<file path="config.mk">
export PLATFORM = sky130hd
export DESIGN_NAME = systolic_feeder
export DESIGN_NICKNAME = d
export VERILOG_FILES = /design/src/rtl/systolic_feeder.sv
export SDC_FILE = /design/constraint.sdc
export NUM_CORES = 1
export LEC_CHECK = 0
export BUFFER_PORTS_ARGS = -buffer_cell sky130_fd_sc_hd__buf_2
export CORE_MARGIN = 3
export CORE_UTILIZATION = 45
export CTS_CLUSTER_DIAMETER = 40
export DETAILED_ROUTE_END_ITERATION = 16
export PLACE_DENSITY = 0.64
export SKIP_CTS_REPAIR_TIMING = 1
export SLEW_MARGIN = 10
export SYNTH_ARGS = -nofsm -noshare
export SYNTH_HDL_FRONTEND = slang
export SYNTH_SLANG_ARGS = --single-unit
</file>
<file path="constraint.sdc">
create_clock -name clk -period 3.5 [get_ports clk]
set_input_delay 0.7 -clock clk [delete_from_list [all_inputs] [get_ports clk]]
set_output_delay 0.7 -clock clk [all_outputs]
set_load 0.1 [all_outputs]
</file>
<file path="src/rtl/systolic_feeder.sv">
// systolic_feeder: holds two 4x4 signed operand matrices (A, B) and, on start,
// streams them skewed into the west and north edges of a 4x4 systolic array.
// The sequence is: clear the PE accumulators, feed for 7 steps, idle for
// FLUSH_CYC cycles, then hold the drain enable for DRAIN_CYC cycles.
//
// Ports:
//   clk, rst          clock, synchronous active-high reset
//   wr_en/wr_sel      operand write strobe; sel 0 = A, 1 = B
//   wr_addr/wr_data   {row, col} and value of the write (ignored while busy)
//   start             begin a pass (accepted only in IDLE)
//   west_data/vld[r]  A row r stream, lane r skewed by r cycles
//   north_data/vld[c] B column c stream, lane c skewed by c cycles
//   acc_clr           one cycle, at the start of every pass
//   out_phase         drain enable
//   busy, done        pass in progress / one-cycle end-of-pass pulse
//
// Handshake: there is no back-pressure. start is a level sampled on each
// rising edge while IDLE; a sampled start always produces a full pass.
// All outputs are registers loaded from the next-state decode, so every
// output lines up with the state it describes. DRAIN_CYC is assumed >= 1.
module systolic_feeder #(
  parameter int BW        = 16,
  parameter int FLUSH_CYC = 4,
  parameter int DRAIN_CYC = 16
) (
  input  logic                 clk,
  input  logic                 rst,
  input  logic                 wr_en,
  input  logic                 wr_sel,
  input  logic [3:0]           wr_addr,
  input  logic signed [BW-1:0] wr_data,
  input  logic                 start,
  output logic signed [BW-1:0] west_data [4],
  output logic [3:0]           west_vld,
  output logic signed [BW-1:0] north_data [4],
  output logic [3:0]           north_vld,
  output logic                 acc_clr,
  output logic                 out_phase,
  output logic                 busy,
  output logic                 done
);

  localparam int CMAX = (FLUSH_CYC > DRAIN_CYC) ?
                        ((FLUSH_CYC > 7) ? FLUSH_CYC : 7) :
                        ((DRAIN_CYC > 7) ? DRAIN_CYC : 7);
  localparam int CW = $clog2(CMAX + 1);
  localparam logic [CW-1:0] FEED_LAST  = CW'(6);
  localparam logic [CW-1:0] FLUSH_LAST = CW'((FLUSH_CYC > 0) ? FLUSH_CYC - 1 : 0);
  localparam logic [CW-1:0] DRAIN_LAST = CW'((DRAIN_CYC > 0) ? DRAIN_CYC - 1 : 0);

  typedef enum logic [2:0] {IDLE, CLR, FEED, FLUSH, DRAIN} state_t;

  state_t        state, state_n;
  logic [CW-1:0] cnt, cnt_n;
  logic          done_n;

  logic signed [BW-1:0] a_mem [4][4];
  logic signed [BW-1:0] b_mem [4][4];

  logic signed [BW-1:0] west_data_n  [4];
  logic signed [BW-1:0] north_data_n [4];
  logic [3:0]           west_vld_n, north_vld_n;

  // Operand storage: no reset, so matrices survive reset and passes.
  always_ff @(posedge clk) begin
    if (wr_en && state == IDLE) begin
      if (!wr_sel) a_mem[wr_addr[3:2]][wr_addr[1:0]] <= wr_data;
      else         b_mem[wr_addr[3:2]][wr_addr[1:0]] <= wr_data;
    end
  end

  always_ff @(posedge clk) begin
    if (rst) begin
      state <= IDLE;
      cnt   <= '0;
    end else begin
      state <= state_n;
      cnt   <= cnt_n;
    end
  end

  // cnt counts cycles within the current state and restarts at every change.
  always_comb begin
    state_n = state;
    cnt_n   = '0;
    done_n  = 1'b0;
    case (state)
      IDLE:  if (start) state_n = CLR;
      CLR:   state_n = FEED;
      FEED: begin
        if (cnt == FEED_LAST) state_n = (FLUSH_CYC == 0) ? DRAIN : FLUSH;
        else                  cnt_n   = cnt + 1'b1;
      end
      FLUSH: begin
        if (cnt == FLUSH_LAST) state_n = DRAIN;
        else                   cnt_n   = cnt + 1'b1;
      end
      DRAIN: begin
        if (cnt == DRAIN_LAST) begin
          state_n = IDLE;
          done_n  = 1'b1;
        end else begin
          cnt_n = cnt + 1'b1;
        end
      end
      default: state_n = IDLE;
    endcase
  end

  // Lane skew: lane i carries element (t - i) during steps i..i+3. d is the
  // 4-bit difference t - i; d[3:2] == 0 exactly when 0 <= t - i <= 3.
  always_comb begin
    logic [3:0] d;
    west_vld_n  = '0;
    north_vld_n = '0;
    d           = '0;
    for (int i = 0; i < 4; i++) begin
      west_data_n[i]  = '0;
      north_data_n[i] = '0;
      d = {1'b0, cnt_n[2:0]} - 4'(i);
      if (state_n == FEED && d[3:2] == 2'b00) begin
        west_vld_n[i]   = 1'b1;
        north_vld_n[i]  = 1'b1;
        west_data_n[i]  = a_mem[i][d[1:0]];
        north_data_n[i] = b_mem[d[1:0]][i];
      end
    end
  end

  always_ff @(posedge clk) begin
    if (rst) begin
      west_vld  <= '0;
      north_vld <= '0;
      acc_clr   <= 1'b0;
      out_phase <= 1'b0;
      busy      <= 1'b0;
      done      <= 1'b0;
      for (int i = 0; i < 4; i++) begin
        west_data[i]  <= '0;
        north_data[i] <= '0;
      end
    end else begin
      west_vld  <= west_vld_n;
      north_vld <= north_vld_n;
      acc_clr   <= (state_n == CLR);
      out_phase <= (state_n == DRAIN);
      busy      <= (state_n != IDLE);
      done      <= done_n;
      for (int i = 0; i < 4; i++) begin
        west_data[i]  <= west_data_n[i];
        north_data[i] <= north_data_n[i];
      end
    end
  end

endmodule
</file>
After elaboration in Yosys (flattened, before gate mapping)
Memory sizes are Yosys's and may differ from the RTL's. A register that Yosys moved wholly into a read port is not among the register bits.
Index checks and enable logic that the tools add are counted.
Widths: inputs -> output; s select.
{ "totals": {"ff_bits": 80, "mem_bits_rw": 512, "input_bits": 25, "output_inout_bits": 140, "word_cells": 94, "n_memories": 2} }
{ "mem_list": {"columns": ["name", "words", "word_bits", "read_ports", "rd_clocked_by_memory_dff", "wr", "line", "rtl"], "rows": [
  ["a_mem", 4, 64, 4, 0, 1, "57", "logic signed [BW-1:0] a_mem [4][4];"],
  ["b_mem", 4, 64, 4, 4, 1, "58", "logic signed [BW-1:0] b_mem [4][4];"]
]} }
{ "op_classes": {"n_addsub": 4, "magnitude_cmp": 6, "eq_ne": 10, "n_mux": 34, "bitwise_logic": 10, "n_reduce_logical": 17} }
{ "ops": {"columns": ["cell", "count"], "rows": [
  ["$mux 16", 9],
  ["$bmux 16 s2", 4],
  ["$mux 64", 2],
  ["$demux 16 s2", 1],
  ["$ge 3x3->1 const B", 5],
  ["$mux 5", 3],
  ["$not 2->3", 5],
  ["$pmux 3 s5", 1],
  ["$pmux 5 s3", 1],
  ["$mux 3", 4],
  ["$reduce_or 2->1", 5],
  ["$eq 3x2->1 const B", 3],
  ["$mux 1", 9],
  ["$logic_not 2->1", 4],
  ["$sub 3x2->4 const B", 2],
  ["$eq 3x1->1 const B", 2],
  ["$eq 3x3->1 const B", 2],
  ["$logic_and 1x1->1", 6],
  ["$add 5x1->5 const B", 1],
  ["$eq 5x2->1 const B", 1],
  ["$eq 5x3->1 const B", 1],
  ["$eq 5x4->1 const B", 1],
  ["$not 1->1", 5],
  ["$sub 3x1->4 const B", 1],
  ["3 further kinds", 3]
]} }

Depth between registers and ports, before layout
{ "logic_depth": {"depth_word": 8, "mapped_depth": 14, "ltp_nobuf": 12} }

Worst setup path after synthesis
OpenSTA, ideal clock, no wires.
{ "synth_path": {"kind": "register to register", "start": "register cnt[0]", "end": "register west_data[46] in the netlist's numbering", "setup_ns": 0.138, "arrival_ns": 3.387, "required_time_ns": 3.362, "setup_slack_ns": -0.025, "stages_incl_launch_ff": 15, "n_path_buf": 5, "period_less_slack_ns": 3.525, "cell_sequence": "dfxtp_1 > ha_1 > nand3_1 > inv_1 > ha_1 > o22a_1 > a21oi_4 > buf_2 > buf_1 > ha_1 > clkbuf_1 > clkbuf_1 > clkbuf_1 > mux2i_1 > a211oi_1"} }
{ "synth_via": {"elab_chain_len": 8, "elab_cells_between_ends": 22, "cone_classes": "add/sub (2); eq/ne (4); mux (11); bitwise (2); reduce/logical (3)"} }
{ "synth_lines": {"columns": ["element", "line", "rtl"], "rows": [
  ["start: declaration", "54", "logic [CW-1:0] cnt, cnt_n;"],
  ["start signal: assignment", "78", "cnt <= cnt_n;"],
  ["$add 5x1->5, or another cell as far along", "92, 96, 103", null],
  ["$mux 5 (on tied branches)", "99, 91, 95", null],
  ["$pmux 5 s3", "87", "case (state)"],
  ["$sub 3x1->4", "120", "d = {1'b0, cnt_n[2:0]} - 4'(i);"],
  ["$not 2->3 (not written as such) or $logic_not 2->1 (tied branches)", "124, 121", null],
  ["$bmux 16 s2 or $logic_and 1x1->1 (tied branches)", "124, 121", null],
  ["$mux 16 (not written as such) or $not 1->1 (tied branches)", null, null],
  ["$mux 16 (not written as such) or $reduce_or 2->1 (tied branches)", null, null],
  ["end signal: indexed assignment", "150", "west_data[i] <= west_data_n[i];"],
  ["end: declaration", "33", "output logic signed [BW-1:0] west_data [4],"]
]} }
Parallel ways exist; a longest one is shown, timed or not. The select of a mux whose other input is x is not followed.
A chain may end at the register's enable or synchronous reset.

Worst setup path in the final report
{ "layout_path": {"start": "register cnt[1]", "end": "register north_data[42] in the netlist's numbering, read port of b_mem"} }
{ "layout_via": {"elab_chain_len": 8, "elab_cells_between_ends": 18, "cone_classes": "add/sub (2); eq/ne (4); mux (8); bitwise (1); reduce/logical (3)"} }
{ "layout_lines": {"columns": ["element", "line", "rtl"], "rows": [
  ["$add 5x1->5, or another cell as far along", "92, 96, 103", null],
  ["$mux 5 (on tied branches)", "99, 91, 95", null],
  ["$pmux 5 s3", "87", null],
  ["$sub 3x1->4", "120", null],
  ["$logic_not 2->1", "121", "if (state_n == FEED && d[3:2] == 2'b00) begin"],
  ["$logic_and 1x1->1", "121", null],
  ["$not 1->1 (no line)", null, null],
  ["$reduce_or 2->1 (no line)", null, null],
  ["end: declaration", "35", "output logic signed [BW-1:0] north_data [4],"]
]} }
Parallel ways exist; a longest one is shown, timed or not.

==> results.json <==
{
  "rsz0062_at_grt": "false",
  "hold_viol": 0,
  "drt-initial-drc-count": 1082,
  "r2r-start": "cnt[1]$_SDFF_PP0_",
  "regArea_um2": 18300,
  "cts_made_buffers": 83,
  "avgViaCountPerCell": 5.47,
  "area_growth_pct": 20.5,
  "path_class": "reg2reg",
  "final-max-slew-violation-count": 0,
  "syn_avg_cell_area_um2": 17.6,
  "rows": 82,
  "r2r_end": "north_data[42]$_SDFF_PP0_",
  "grt_max_degree": 129,
  "grt_pass1_vias": 12400,
  "yosysTopAreaCell": "edfxtp_1",
  "worstSkewPairLatency_ns": 0.61,
  "grt.total_usage_pct": 19.2,
  "vias": 12500,
  "cts_tree": "done",
  "drc": 0,
  "start_kind": "flip-flop",
  "critPathMaxFanout": 17,
  "synth-simple-area-share_pct": 4.45,
  "finClkSkew_ns": 0.0136,
  "ys_seq_area_share_pct": 78.6,
  "stdcell_area_um2": 28000,
  "first_pass_iters": 5,
  "slew_headroom_pct": 38.1,
  "synth_area_leaders": "edfxtp_1, dfxtp_1, a211oi_1",
  "synth_edf_count": 512,
  "synth_cell_types": 42,
  "cp-startpoint": "cnt[1]$_SDFF_PP0_",
  "synth-adder-area-share_pct": 0.485,
  "synth-compound-area-share_pct": 8.68,
  "nets": 1567,
  "status": "finished, final reports clean",
  "synth_mux_area_share_pct": 5.90,
  "nFillCells": 3904,
  "cp-end-kind": "flip-flop",
  "ioPinCount": 165,
  "synth_top_area_share_pct": 66.2,
  "most-common-layout-cells": "edfxtp_1, buf_2, a211oi_1",
  "overflow": 0,
  "worst_slack_ns": 0.193,
  "cts_sinks": 656,
  "initial_core_util_pct": 45.9,
  "pre_cts_slack_ns": 0.217,
  "synthXorXnorAreaFrac_pct": 0.0754,
  "holdCritStartpoint": "start",
  "gp_congestion": 0.828,
  "grt_pass1_wl_um": 77200,
  "holdPathStages": 3,
  "reg2reg_slack_ns": 0.19,
  "drive_gt1_share_pct": 27.2,
  "async_reset_ff_share_pct": 0,
  "worst_slew_pin_slew_ns": 0.926,
  "synthFlopType": "edfxtp_1",
  "finalSetupViolCount": 0,
  "ys_ff_latch": 656,
  "power.leakage_nw": 9.78,
  "fin_tns_setup_ns": 0,
  "synth_warnings": 0,
  "numPortBuffers": 164,
  "dieHeight_um": 233,
  "worstHoldPathType": "in2reg",
  "clock_path_buffers": 3,
  "min_to": "state[0]$_SDFF_PP0_",
  "cts_root_buffer": "clkbuf_16",
  "placed_cell_area_um2": 25000,
  "critPathRequiredTime_ns": 3.94,
  "irDropWorstVdd_uv": 417,
  "period_share_pct": 94.5,
  "wire_per_inst_um": 22.8,
  "multi_input_area_um2": 4600,
  "layout_commonest_cell": "edfxtp_1",
  "final_core_util_pct": 55.3,
  "synth_top_family_by_area": "compound AO/OA/AOI/OAI gates",
  "post-dp-hpwl_um": 27700,
  "power_density_nw_per_um2": 650,
  "fp.dieArea_um2": 54400,
  "max_freq_mhz": 302,
  "fin_crit_ns": 3.31,
  "synth_nets": 1357,
  "core_um2": 50600,
  "ant_nets": 0,
  "crit_arrival_ns": 3.74,
  "syn_inst": 1323,
  "dieWidth_um": 233,
  "grt_antenna_before_repair": 7,
  "maxCapViolations": 0,
  "wl_um": 51900,
  "synth_area_um2": 23200,
  "clkTransAtPathRegs_ns": 0.06,
  "h-tree-depth": 3,
  "ff2ff_path_depth": 11
}
critical path: stages (launching register included):
cell and delay, ns:
dfxtp_1 0.35, ha_1 0.25, nand3_1 0.12, inv_1 0.05, ha_1 0.21, o22a_1 0.32, a21oi_2 0.29, inv_1 0.14
ha_1 0.25, o311ai_4 0.83, buf_12 0.24, a211oi_1 0.07
state kept, by name, indices dropped and copies added (netlist names):
signal,flops
a_mem,256
b_mem,256
north_data,64
west_data,64
cnt,5
north_vld,4
state,3
acc_clr,1
busy,1
done,1
out_phase,1
synth_stat cells, types with 2 or more instances:
| cell | n |
|---|---|
| mux4_2 | 32 |
| buf_6 | 2 |
| mux2i_1 | 65 |
| edfxtp_1 | 512 |
| nor3_1 | 3 |
| buf_1 | 4 |
| nor4bb_1 | 2 |
| clkbuf_1 | 65 |
| buf_4 | 4 |
| a21oi_1 | 39 |
| inv_1 | 9 |
| nor2b_1 | 99 |
| nand2_1 | 12 |
| nand3_1 | 7 |
| o22a_1 | 2 |
| ha_1 | 9 |
| o21ai_0 | 32 |
| nor2_1 | 47 |
| nand3b_1 | 3 |
| buf_2 | 15 |
| a211oi_1 | 162 |
| nand2b_1 | 3 |
| or2_2 | 2 |
| dfxtp_1 | 144 |
| o221a_2 | 32 |
how the worst max path moves through the flow:
stage	slack (ns)	cells past startpoint	end
2_1_floorplan	-0.03	14	west_data[46]$_SDFF_PP0_
3_3_place_gp	0.31	11	north_data[40]$_SDFF_PP0_
3_5_place_dp	0.22	11	north_data[42]$_SDFF_PP0_
4_1_cts	0.22	11	north_data[42]$_SDFF_PP0_
5_1_grt	0.006	11	west_data[45]$_SDFF_PP0_
6_report	0.19	11	north_data[42]$_SDFF_PP0_
layout make-up:
cell class	count	area share, %
multi-input combinational	567	16.4
inverter	10	0.134
clock inverter	57	2.48
sequential	656	65.2
timing repair buffer	215	4.57
tap	672	3.00
clock buffer	99	8.15
antenna	3	0.0268
stage by stage:
| stage | power [mW] | hold WS, ns | instances |
|---|---|---|---|
| 5_1_grt | 18.8 | 0.386 | 2277 |
| 3_3_place_gp | 9.47 | 0.498 | 2120 |
| 6_report | 18.2 | 0.387 | 2279 |
| 4_1_cts | 18.4 | 0.355 | 2276 |
| 3_5_place_dp | 9.49 | 0.498 | 2120 |
| 2_1_floorplan | 9.19 | 0.490 | 1323 |
power breakdown:
part	leakage, nW	total [mW]	switching, mW	internal [mW]
Clock	1.43	8.88	3.33	5.55
Combinational	2.58	0.842	0.614	0.227
Sequential	5.77	8.47	0.0174	8.45
logic make-up (layout without fill, tap and decap cells):
logic type | after synthesis | count (layout)
flops | 656 | 656
compound gates | 273 | 273
simple gates | 186 | 186
buf+inv | 100 | 381
mux | 97 | 97
fa+ha+maj | 9 | 9
xor+xnor | 2 | 2
other cells | 0 | 3
metal layers:
metal | global-route usage, % | vias to the layer above | wire length, um
met5 | 0 | - | 55
met3 | 4.45 | 89 | 3500
met4 | 5.41 | 10 | 964
li1 | - | 5631 | -
met2 | 30.0 | 393 | 24500
met1 | 27.2 | 6343 | 22800
Power figures use the tool's default switching activity.
